[src/rtl/cache_pkg.sv]
// Shared cache / memory-controller definitions: default geometry, derived sizes
// and the line responder state encoding.
package cache_pkg;

    localparam int DEFAULT_ADDRW     = 26;
    localparam int DEFAULT_LOG2DATAW = 5;
    localparam int DEFAULT_LOG2LINEW = 7;

    localparam int DATAW         = 1 << DEFAULT_LOG2DATAW;
    localparam int LINEW         = 1 << DEFAULT_LOG2LINEW;
    localparam int DATABYTES     = DATAW / 8;
    localparam int LINEBYTES     = LINEW / 8;
    localparam int LINEWORDS     = LINEW / DATAW;
    localparam int LOG2DATABYTES = DEFAULT_LOG2DATAW - 3;
    localparam int LOG2LINEBYTES = DEFAULT_LOG2LINEW - 3;

    typedef enum logic [1:0] {
        ST_IDLE = 2'd0,
        ST_BEAT = 2'd1,
        ST_ACK  = 2'd2
    } state_t;

endpackage

[src/rtl/line_word_sel.sv]
// Finds the lowest line word at or after (inclusive) / after (exclusive) the given
// index whose byte-mask slice is non-zero; done=1 when no such word exists.
module line_word_sel #(
    parameter int LINE_WORDS = 4,
    parameter int DATA_BYTES = 4,
    parameter int IDX_W      = 2
) (
    input  logic [LINE_WORDS*DATA_BYTES-1:0] mask,
    input  logic [IDX_W-1:0]                 idx,
    input  logic                             inclusive,
    output logic [IDX_W-1:0]                 next_idx,
    output logic                             done
);

    // NOTE: every output gets a default before the search loop so no latch is inferred.
    always_comb begin
        next_idx = '0;
        done     = 1'b1;
        // Scan downwards so the lowest qualifying word is the last one written.
        for (int w = LINE_WORDS - 1; w >= 0; w--) begin
            if ((|mask[w*DATA_BYTES +: DATA_BYTES]) &&
                ((w > int'(idx)) || (inclusive && (w == int'(idx))))) begin
                next_idx = IDX_W'(w);
                done     = 1'b0;
            end
        end
    end

endmodule

[src/rtl/line_mem_responder.sv]
// Memory-controller side of the cache line interface: turns one line fill or
// masked writeback into a burst of word beats on a narrow backing-memory port.
module line_mem_responder
    import cache_pkg::*;
#(
    parameter int ADDRW     = DEFAULT_ADDRW,
    parameter int LOG2DATAW = DEFAULT_LOG2DATAW,
    parameter int LOG2LINEW = DEFAULT_LOG2LINEW,
    localparam int DATA_W      = 1 << LOG2DATAW,
    localparam int LINE_W      = 1 << LOG2LINEW,
    localparam int DATA_BYTES  = DATA_W / 8,
    localparam int LINE_BYTES  = LINE_W / 8,
    localparam int LINE_WORDS  = LINE_W / DATA_W,
    localparam int LOG2_DBYTES = LOG2DATAW - 3,
    localparam int LOG2_LBYTES = LOG2LINEW - 3,
    localparam int IDX_W       = LOG2LINEW - LOG2DATAW,
    localparam int LADDR_W     = ADDRW - LOG2_LBYTES,
    localparam int WADDR_W     = ADDRW - LOG2_DBYTES
) (
    input  logic                  clk,
    input  logic                  rst_n,
    input  logic                  mc_req,
    input  logic                  mc_read,
    input  logic [ADDRW-1:0]      mc_paddr,
    input  logic [LINE_W-1:0]     mc_writeback_line,
    input  logic [LINE_BYTES-1:0] mc_writeback_mask,
    output logic                  mc_ack,
    output logic [LINE_W-1:0]     mc_fill_line,
    output logic                  mem_en,
    output logic [DATA_BYTES-1:0] mem_we,
    output logic [WADDR_W-1:0]    mem_addr,
    output logic [DATA_W-1:0]     mem_wdata,
    input  logic [DATA_W-1:0]     mem_rdata,
    input  logic                  mem_ready
);

    state_t                state, state_next;
    logic [LADDR_W-1:0]    line_addr, line_addr_next;
    logic                  is_read, is_read_next;
    logic [LINE_W-1:0]     wb_line, wb_line_next;
    logic [LINE_BYTES-1:0] wb_mask, wb_mask_next;
    logic [IDX_W-1:0]      word_idx, word_idx_next;

    logic                  mc_ack_next;
    logic [LINE_W-1:0]     fill_line_next;
    logic                  mem_en_next;
    logic [DATA_BYTES-1:0] mem_we_next;
    logic [WADDR_W-1:0]    mem_addr_next;
    logic [DATA_W-1:0]     mem_wdata_next;

    // Source of the beat being scheduled: live request in IDLE, latched copy in BEAT.
    logic                  idle;
    logic                  src_read;
    logic [LADDR_W-1:0]    src_laddr;
    logic [LINE_W-1:0]     src_line;
    logic [LINE_BYTES-1:0] src_mask;
    logic [IDX_W-1:0]      sel_idx_in;
    logic [IDX_W-1:0]      sel_next;
    logic                  sel_done;
    logic                  advance;

    logic unused_paddr_bits;
    assign unused_paddr_bits = ^mc_paddr[LOG2_LBYTES-1:0];

    assign idle       = (state == ST_IDLE);
    assign src_read   = idle ? mc_read : is_read;
    assign src_laddr  = idle ? mc_paddr[ADDRW-1:LOG2_LBYTES] : line_addr;
    assign src_line   = idle ? mc_writeback_line : wb_line;
    // A fill behaves like a writeback with every byte selected.
    assign src_mask   = idle ? (mc_read ? {LINE_BYTES{1'b1}} : mc_writeback_mask) : wb_mask;
    assign sel_idx_in = idle ? '0 : word_idx;
    assign advance    = (idle && mc_req) || ((state == ST_BEAT) && mem_ready);

    line_word_sel #(
        .LINE_WORDS (LINE_WORDS),
        .DATA_BYTES (DATA_BYTES),
        .IDX_W      (IDX_W)
    ) u_word_sel (
        .mask      (src_mask),
        .idx       (sel_idx_in),
        .inclusive (idle),
        .next_idx  (sel_next),
        .done      (sel_done)
    );

    always_comb begin
        state_next     = state;
        line_addr_next = line_addr;
        is_read_next   = is_read;
        wb_line_next   = wb_line;
        wb_mask_next   = wb_mask;
        word_idx_next  = word_idx;
        mc_ack_next    = 1'b0;
        fill_line_next = mc_fill_line;
        mem_en_next    = mem_en;
        mem_we_next    = mem_we;
        mem_addr_next  = mem_addr;
        mem_wdata_next = mem_wdata;

        if (idle && mc_req) begin
            line_addr_next = src_laddr;
            is_read_next   = mc_read;
            wb_line_next   = mc_writeback_line;
            wb_mask_next   = src_mask;
        end

        if ((state == ST_BEAT) && mem_ready && is_read) begin
            fill_line_next[word_idx*DATA_W +: DATA_W] = mem_rdata;
        end

        if (advance) begin
            if (sel_done) begin
                state_next  = ST_ACK;
                mc_ack_next = 1'b1;
                mem_en_next = 1'b0;
                mem_we_next = '0;
            end else begin
                state_next     = ST_BEAT;
                word_idx_next  = sel_next;
                mem_en_next    = 1'b1;
                mem_addr_next  = {src_laddr, sel_next};
                mem_we_next    = src_read ? '0 : src_mask[sel_next*DATA_BYTES +: DATA_BYTES];
                mem_wdata_next = src_read ? '0 : src_line[sel_next*DATA_W +: DATA_W];
            end
        end else if (state == ST_ACK) begin
            state_next = ST_IDLE;
        end
    end

    // NOTE: sequential state uses non-blocking assignments so every register sees pre-edge values.
    always_ff @(posedge clk or negedge rst_n) begin
        if (!rst_n) begin
            state        <= ST_IDLE;
            line_addr    <= '0;
            is_read      <= 1'b0;
            wb_line      <= '0;
            wb_mask      <= '0;
            word_idx     <= '0;
            mc_ack       <= 1'b0;
            mc_fill_line <= '0;
            mem_en       <= 1'b0;
            mem_we       <= '0;
            mem_addr     <= '0;
            mem_wdata    <= '0;
        end else begin
            state        <= state_next;
            line_addr    <= line_addr_next;
            is_read      <= is_read_next;
            wb_line      <= wb_line_next;
            wb_mask      <= wb_mask_next;
            word_idx     <= word_idx_next;
            mc_ack       <= mc_ack_next;
            mc_fill_line <= fill_line_next;
            mem_en       <= mem_en_next;
            mem_we       <= mem_we_next;
            mem_addr     <= mem_addr_next;
            mem_wdata    <= mem_wdata_next;
        end
    end

endmodule
[config.mk]
export PLATFORM = sky130hd
export DESIGN_NAME = line_mem_responder
export DESIGN_NICKNAME = d
export VERILOG_FILES = /design/src/rtl/cache_pkg.sv /design/src/rtl/line_word_sel.sv /design/src/rtl/line_mem_responder.sv
export SDC_FILE = /design/constraint.sdc
export NUM_CORES = 1
export LEC_CHECK = 0
export BUFFER_PORTS_ARGS = -buffer_cell sky130_fd_sc_hd__buf_2
export CAP_MARGIN = 20
export CORE_MARGIN = 2
export CORE_UTILIZATION = 54
export DETAILED_ROUTE_END_ITERATION = 7
export PLACE_DENSITY = 0.81
export SLEW_MARGIN = 25
export SYNTH_ARGS = -nofsm -noshare
export SYNTH_HDL_FRONTEND = slang
export SYNTH_HIERARCHICAL = 1
export SYNTH_SLANG_ARGS = --single-unit
export TNS_END_PERCENT = 1
[constraint.sdc]
create_clock -name clk -period 7.2 [get_ports clk]
set_input_delay 1.8 -clock clk [delete_from_list [all_inputs] [get_ports clk]]
set_output_delay 1.8 -clock clk [all_outputs]
set_load 0.005 [all_outputs]
### Word level (Yosys, flattened, before mapping)

Cells that the tools add are included.

| word-level totals | value |
|---|---|
| register bits | 361 |
| input bits | 207 |
| output and inout port bits | 190 |
| logic and storage cells | 73 |

| cells by class | value |
|---|---|
| add/sub/neg operators | 1 |
| $lt $le $gt $ge | 3 |
| equality and inequality tests | 5 |
| shift operators | 4 |
| multiplexer cells | 24 |
| bitwise logic cells | 1 |
| reduce and logical (&&, ||, !) cells | 23 |

Operators by type and width:

| cell | number |
|---|---|
| bitwise mux 128 bit | 1 |
| 2-to-1 mux 128 bit | 1 |
| variable shift 32 x 34 -> 128 bit, first input constant | 1 |
| indexed part select 128 x 8 -> 32 bit | 1 |
| indexed part select 32 x 34 -> 128 bit | 1 |
| negation 7 -> 34 bit | 1 |
| 2-to-1 mux 16 bit | 2 |
| 2-to-1 mux 32 bit | 1 |
| 2-to-1 mux 22 bit | 1 |
| 2-to-1 mux 2 bit | 8 |
| OR reduction 4 bit | 4 |
| indexed part select 16 x 5 -> 4 bit | 1 |
| logical AND 1 bit | 11 |
| 2-to-1 mux 1 bit | 8 |
| 2-to-1 mux 4 bit | 2 |
| equality test 2 bit, first input constant | 2 |
| > comparator 2 bit, first input constant | 2 |
| logical NOT 2 bit | 2 |
| logical OR 1 bit | 4 |
| equality test 1 x 2 -> 1 bit, first input constant | 1 |
| equality test 2 x 1 -> 1 bit, second input constant | 1 |
| equality test 2 bit, second input constant | 1 |
| > comparator 1 x 2 -> 1 bit, first input constant | 1 |
| AND reduction 2 bit | 1 |
| other kinds (2) | 2 |

### Depth between registers and ports, before layout

Gate-level depths: netlist of run 1.

| logic depth | value |
|---|---|
| depth after elaboration | 13 |
| mapped depth | 18 |
| mapped depth without buffers | 11 |

### By module

The synthesis of run 1 kept the hierarchy.

Modules (own cells, without submodules):

| module | instances | cells an instance | area each (um^2) |
|---|---|---|---|
| line_mem_responder | 1 | 1547 | 16174.3 |
| line_word_sel | 1 | 19 | 171.4 |

### Least setup slack after synthesis of run 1

Ideal clock, no wire load.

| timing | value |
|---|---|
| path type | input-to-reg |
| start | in mc_read |
| end | reg mem_wdata[10] |
| setup time | 0.122 ns |
| arrival time | 4.377 ns |
| required time | 7.078 ns |
| setup slack | 2.701 ns |
| cell stages on the path | 13 |
| buffers on the path | 3 |
| path through | clkbuf_1 -> or4_1 -> o21ai_1 -> inv_1 -> nor4_4 -> maj3_2 -> a22oi_1 -> nor2b_4 -> buf_2 -> nor2b_1 -> clkbuf_1 -> a32oi_1 -> a32o_1 |

| between the ends | value |
|---|---|
| longest elaborated chain between the ends | 10 |
| elaborated cells on any way between the ends | 23 |
| those cells by class | 1 x shift; 12 x mux; 1 x bitwise; 9 x reduce/logical |

Ends and longest elaborated chain:

| what | RTL line | RTL |
|---|---|---|
| start: declaration | line_mem_responder.sv:23 | `input logic mc_read,` |
| 2-to-1 mux 16 bit (2 in series) | line_mem_responder.sv:70 | `assign src_mask = idle ? (mc_read ? {LINE_BYTES{1'b1}} : mc_writeback_mask) : wb_mask;` |
| named net src_mask[13] | line_mem_responder.sv:56 | `logic [LINE_BYTES-1:0] src_mask;` |
| OR reduction 4 bit | line_word_sel.sv:21 | `if ((\|mask[w*DATA_BYTES +: DATA_BYTES]) &&` |
| logical AND 1 bit | line_word_sel.sv:21 |  |
| 2-to-1 mux 2 bit (4 in series) | line_word_sel.sv:21 |  |
| named net sel_next[1] | line_mem_responder.sv:58 | `logic [IDX_W-1:0] sel_next;` |
| indexed part select 128 x 8 -> 32 bit | line_mem_responder.sv:123 | `mem_wdata_next = src_read ? '0 : src_line[sel_next*DATA_W +: DATA_W];` |
| 2-to-1 mux 32 bit | line_mem_responder.sv:123 |  |
| end signal: assignment | line_mem_responder.sv:157 | `mem_wdata <= mem_wdata_next;` |
| end: declaration | line_mem_responder.sv:32 | `output logic [DATA_W-1:0] mem_wdata,` |

The timed path passes the listed nets, and every way through them passes these cells.
A chain may end at the register's enable or synchronous reset.

### Worst setup path in the final report of run 1

| timing | value |
|---|---|
| start | in mc_read |
| end | reg mem_wdata[7] |

| between the ends | value |
|---|---|
| elaborated cells on any way between the ends | 23 |
| those cells by class | 1 x shift; 12 x mux; 1 x bitwise; 9 x reduce/logical |

RTL lines:

| what | RTL line |
|---|---|
| 2-to-1 mux 16 bit (2 in series) | line_mem_responder.sv:70 |
| named net src_mask[9] | line_mem_responder.sv:56 |
| OR reduction 4 bit | line_word_sel.sv:21 |
| logical AND 1 bit | line_word_sel.sv:21 |
| 2-to-1 mux 2 bit (3 in series) | line_word_sel.sv:21 |
| named net sel_next[0] | line_mem_responder.sv:58 |
| indexed part select 128 x 8 -> 32 bit | line_mem_responder.sv:123 |
| 2-to-1 mux 32 bit | line_mem_responder.sv:123 |

The timed path passes the listed nets, and every way through them passes these cells.

==> results of run 1 <==
==> path summary, 6_finish.rpt <==
check                            startpoint               end  slack [ps]  depth (start not counted)
max                                 mc_read      mem_wdata[7]        2270                         11
min                        mc_fill_line[80]  mc_fill_line[80]         470                          2
max reg2reg                        state[1]      mem_wdata[7]        2350                         11
min reg2reg                mc_fill_line[80]  mc_fill_line[80]         470                          2
max in group asynchronous             rst_n       wb_line[13]        4570                          2
min in group asynchronous             rst_n        wb_line[8]        1290                          1
==> stage by stage <==
step	utilization	hold slack (ps)	total power (W)	worst slack (ps)	cells
5_1_grt	0.666	492	0.00930	1970	2320
2_1_floorplan	-	458	0.00547	2700	1566
6_report	0.666	473	0.00874	2270	2323
4_1_cts	0.665	478	0.00875	2180	2312
3_3_place_gp	0.620	456	0.00648	1650	2244
3_5_place_dp	0.620	466	0.00667	1590	2244
==> sequential cells by signal, summed over array words and instances (netlist names), 2 cells and up <==
signal        flops
state             2
mem_wdata        32
mem_we            4
mem_addr         24
line_addr        22
mc_fill_line    128
wb_line         128
wb_mask          16
==> metal layers <==
metal	vias up	wire length, um
met5	-	67
li1	6118	-
met4	10	1610
met3	121	4050
met1	6689	17200
met2	611	21900
==> cell usage after synthesis (all sizes together) (22+ instances only) <==
| cell | count |
|---|---|
| dfrtp | 359 |
| mux2i | 65 |
| clkbuf | 73 |
| a32o | 32 |
| a31oi | 23 |
| nand2 | 447 |
| buf | 49 |
| mux2 | 152 |
| o21ai | 153 |
| inv | 22 |
| nor2 | 60 |
| a32oi | 64 |
==> cell families (layout without fill, tap and decap cells) <==
logic type | after synthesis | count (layout)
buffers and inverters | 144 | 500
and+or+nand+nor | 542 | 542
AOI/OAI and AO/OA | 293 | 293
other | 0 | 11
muxes | 222 | 222
DFF | 359 | 359
adders and majority gates | 6 | 6
==> worst max-delay path, cell delays in order <==
cell and delay, ps:
buf_2 250, or4_1 510, o21ai_1 110, inv_1 100, nor4_4 310, a21o_1 120, a21oi_1 60, nor2_1 690
and2_2 830, a32oi_1 200, a32o_1 300
==> cell type report <==
type	count	share of cell area
Multi-Input combinational cell	1063	0.341
Tap cell	390	0.0246
Clock buffer	59	0.0613
Timing Repair Buffer	410	0.108
Clock inverter	9	0.00619
Antenna cell	11	0.00139
Sequential cell	359	0.454
Inverter	22	0.00442
==> power by group <==
part	internal, W	switching (W)	total [W]	leakage, nW
Clock	0.00127	0.000794	0.00206	0.661
Sequential	0.00286	0.000462	0.00333	4.50
Combinational	0.00141	0.00195	0.00336	4.34
Total	0.00554	0.00321	0.00874	9.50
==> impl_metrics.tcl, run 1 <==
set metrics [dict create \
    numCtsBuffers 38 \
    viasPerCell 5.83 \
    cts_setup_buffers 0 \
    initial_utilization 0.550 \
    outcome "complete, no violations" \
    gp_congestion 0.819 \
    async_flop_share 1.00 \
    track_usage 0.279 \
    multi_input_area_um2 6750 \
    grt_first_pass_wirelength_um 70100 \
    final-setup-viol-count 0 \
    synth-seq-cells 359 \
    fp.dieH_um 178 \
    core_um2 29700 \
    max_freq_mhz 203 \
    synth_top_area_share 0.550 \
    finalHoldViolCount 0 \
    worstSetupPathType "input port to flip-flop" \
    root_buffer "clkbuf_16" \
    synth_flop_cell "dfrtp_1" \
    rows 63 \
    cts_resized 0 \
    path_clk_slew_ps 60 \
    syn_avg_cell_area_um2 10.4 \
    yosys_warnings 6 \
    synth_top_family_by_area "multiplexers" \
    grt_pass1_vias 13456 \
    clk-insertion-delay-late_ps 520 \
    rsz0062_at_grt "false" \
    final.setup.tns_ps 0 \
    tightest_slew_ps 906 \
    cts.path.max_buffers 3 \
    netlist_instances 1566 \
    area_growth_pct 21.2 \
    grt_use_met2 0.468 \
    drc 0 \
    required_ps 7590 \
    ant_nets 0 \
    die_w_um 178 \
    final-max-slew-violation-count 0 \
    grt_max_degree 150 \
    routed_wl_um 44800 \
    dp_hpwl_um 29100 \
    skew_ps 11.0 \
    synth_top_cell_by_area "dfrtp_1" \
    start_kind "input port" \
    ys_top_cells_by_area "dfrtp_1 (55%), nand2_1 (10%), mux2_1 (9.7%)" \
    cts_sinks 359 \
    p_leak_nw 9.50 \
    io_buffers 392 \
    netlist_area_um2 16300 \
    cts_tree "yes" \
    met1_usage 0.339 \
    top_usage_layer "met2" \
    slew_headroom 0.396 \
    nets 2106 \
    final_cell_mix "nand2_1 (443), buf_2 (391), dfrtp_1 (359)" \
    finalInstanceArea_um2 19800 \
    synth_xor_xnor_area_share 0 \
    synth_edf_count 0 \
    end_kind "flip-flop" \
    wire_per_inst_um 19.3 \
    drive_gt1_frac 0.265 \
    cts_hold_buf 0 \
    grt_use_met3 0.0767 \
    vias 13549 \
    drtIter0Drc 1024 \
    globalRouteOverflowTotal 0 \
    cp.arrival_ps 5320 \
    synth.mux.area_fraction 0.151 \
    synth_compound_area_frac 0.117 \
    nFillCells 2239 \
    dr.pass1.iters 5 \
    final_common_cell "nand2_1" \
    ys_types 44 \
    antenna_found_initial 15 \
    hp-class "flip-flop to flip-flop" \
    ys_seq_area_frac 0.550 \
    pin_count 397 \
    yosys.area_share.simple 0.135 \
    fin_crit_sh 0.685 \
    maxCapViolCount 0 \
    synth_nets 1778 \
    finalCriticalPeriod_ps 4930 \
    die-area_um2 31700 \
    power_density_nw_per_um2 441 \
    placed_cell_area_um2 18400 \
    htree_levels 2 \
    max-vdd-ir-drop_mv 0.397 \
    yosys.area_share.adder 0.00452 \
    worstPathMaxFanout 32 \
    regArea_um2 8980 \
]
(Power assumes the default switching activity.)
==> run 2, diff against run 1 <==
CORE_UTILIZATION = 49   (was 54)
PLACE_DENSITY = 0.77   (was 0.81)
clock period = 4.5 ns   (was 7.2 ns; I/O delays follow)
==> run 2 against run 1 <==
Net effect:
- utilization decreased by 5.7 points
- non-clock buffer count increased by 9
- routed wire length increased by 0.66%
- clock skew increased by 3.2 ps
- total power increased by 59%
- cell count increased by 2.6%
- clock-buffer cell count decreased by 4
- largest cell class unchanged
- largest power group unchanged
==> impl_metrics.tcl, run 2 (synthesis results as in run 1) <==
set metrics [dict create \
    outcome "complete, no violations" \
    path_clk_slew_ps 60 \
    final-setup-viol-count 0 \
    die-area_um2 34800 \
    viasPerCell 5.58 \
    crit_path_max_incr_delay_ps 590 \
    rows 66 \
    critPathSlowestCell "dfrtp_1" \
    grt_first_pass_wirelength_um 72500 \
    worstPathMaxFanout 54 \
    dr.pass1.iters 6 \
    worstSetupPathType "flip-flop to flip-flop" \
    track_usage 0.256 \
    io_buffers 392 \
    wire_per_inst_um 18.9 \
    max_freq_mhz 269 \
    cts.path.max_buffers 3 \
    cts_setup_buffers 0 \
    maxCapViolCount 0 \
    dpl_worst_slack_ps 357 \
    nFillCells 2680 \
    required_ps 4900 \
    root_buffer "clkbuf_16" \
    end_kind "flip-flop" \
    final-max-slew-violation-count 0 \
    fin_ws_ps 788 \
    cts_resized 0 \
    cts_sinks 359 \
    gp_congestion 0.877 \
    slew_headroom 0.319 \
    final.setup.tns_ps 0 \
    final_common_cell "nand2_1" \
    die_w_um 187 \
    finalHoldViolCount 0 \
    final_cell_mix "nand2_1 (443), buf_2 (391), dfrtp_1 (359)" \
    cp.arrival_ps 4110 \
    drive_gt1_frac 0.267 \
    finalCriticalPeriod_ps 3710 \
    pin_count 397 \
    rsz0062_at_grt "false" \
    fp.dieH_um 187 \
    htree_levels 2 \
    dp_hpwl_um 30100 \
    nets 2116 \
    vias 13304 \
    worstPathCellList "or2_4, inv_6, o21ai_1, inv_1, nor4_4, maj3_2, a22oi_1, nor2b_4, nor2b_2, buf_12, a32oi_1, a32o_1" \
    max-vdd-ir-drop_mv 0.466 \
    core_um2 32700 \
    drtIter0Drc 862 \
    antenna_found_initial 22 \
    cts_hold_buf 0 \
    area_growth_pct 21.9 \
    clk-insertion-delay-late_ps 520 \
    p_leak_nw 9.51 \
    reg.largest.list "mc_fill_line x128, wb_line x128, mem_wdata x32" \
    ant_nets 0 \
    fin_crit_sh 0.825 \
    hp-class "flip-flop to flip-flop" \
    initial_utilization 0.500 \
    numCtsBuffers 39 \
    skew_ps 14.3 \
    cts_tree "yes" \
    fin_util 0.610 \
    start_kind "flip-flop" \
    power_density_nw_per_um2 696 \
    grt_pass1_vias 13650 \
    tightest_slew_ps 1020 \
    drc 0 \
    globalRouteOverflowTotal 0 \
    p_total_w 0.0139 \
    grt_max_degree 84 \
    routed_wl_um 45100 \
]
## run 2: metrics by stage
step,hold slack [ps],cell area (um^2),std cells
after detailed placement,465,18700,2305
after global placement,456,18700,2305
after floorplan,458,16300,1566
after global routing,495,19900,2384
final,475,19900,2384
after CTS,478,19900,2372
## run 2: worst paths after layout
kind | start | to | slack (ps) | cells past startpoint
max | state[1] | mem_wdata[6] | 790 | 12
max reg2reg | state[1] | mem_wdata[6] | 790 | 12
min in group asynchronous | rst_n | mc_fill_line[78] | 580 | 1
max in group asynchronous | rst_n | wb_line[72] | 2910 | 2
min reg2reg | mc_fill_line[14] | mc_fill_line[14] | 470 | 2
min | mc_fill_line[14] | mc_fill_line[14] | 470 | 2
## run 2: cell type report
cell class | count | area (um^2) | share of cell area
clock buffers | 55 | 1130 | 0.0565
clock inverters | 12 | 101 | 0.00508
repair buffers | 419 | 2310 | 0.116
diodes | 12 | 30.0 | 0.00151
well taps | 442 | 553 | 0.0277
inverters | 22 | 87.6 | 0.00439
multi-input cells | 1063 | 6740 | 0.338
flip-flops and latches | 359 | 8980 | 0.451
## run 2: worst max-delay path, delay by kind of cell, from the launching register on
kind | cells | cell delay (ps)
DFF | 1 | 590
and+or+nand+nor | 4 | 1120
adders and majority gates | 1 | 310
AOI/OAI and AO/OA | 4 | 800
buffers and inverters | 3 | 710
## run 2: layer usage
layer	routed length, um	GRT usage
met5	129	0
met4	1550	0.0983
met3	3660	0.0713
met2	21900	0.432
met1	17900	0.313
## run 2: where the power goes
group | internal, W | leakage (nW) | total, W | switching (W)
Combinational | 0.00237 | 4.41 | 0.00547 | 0.00311
Sequential | 0.00458 | 4.50 | 0.00532 | 0.000739
Clock | 0.00180 | 0.605 | 0.00308 | 0.00128
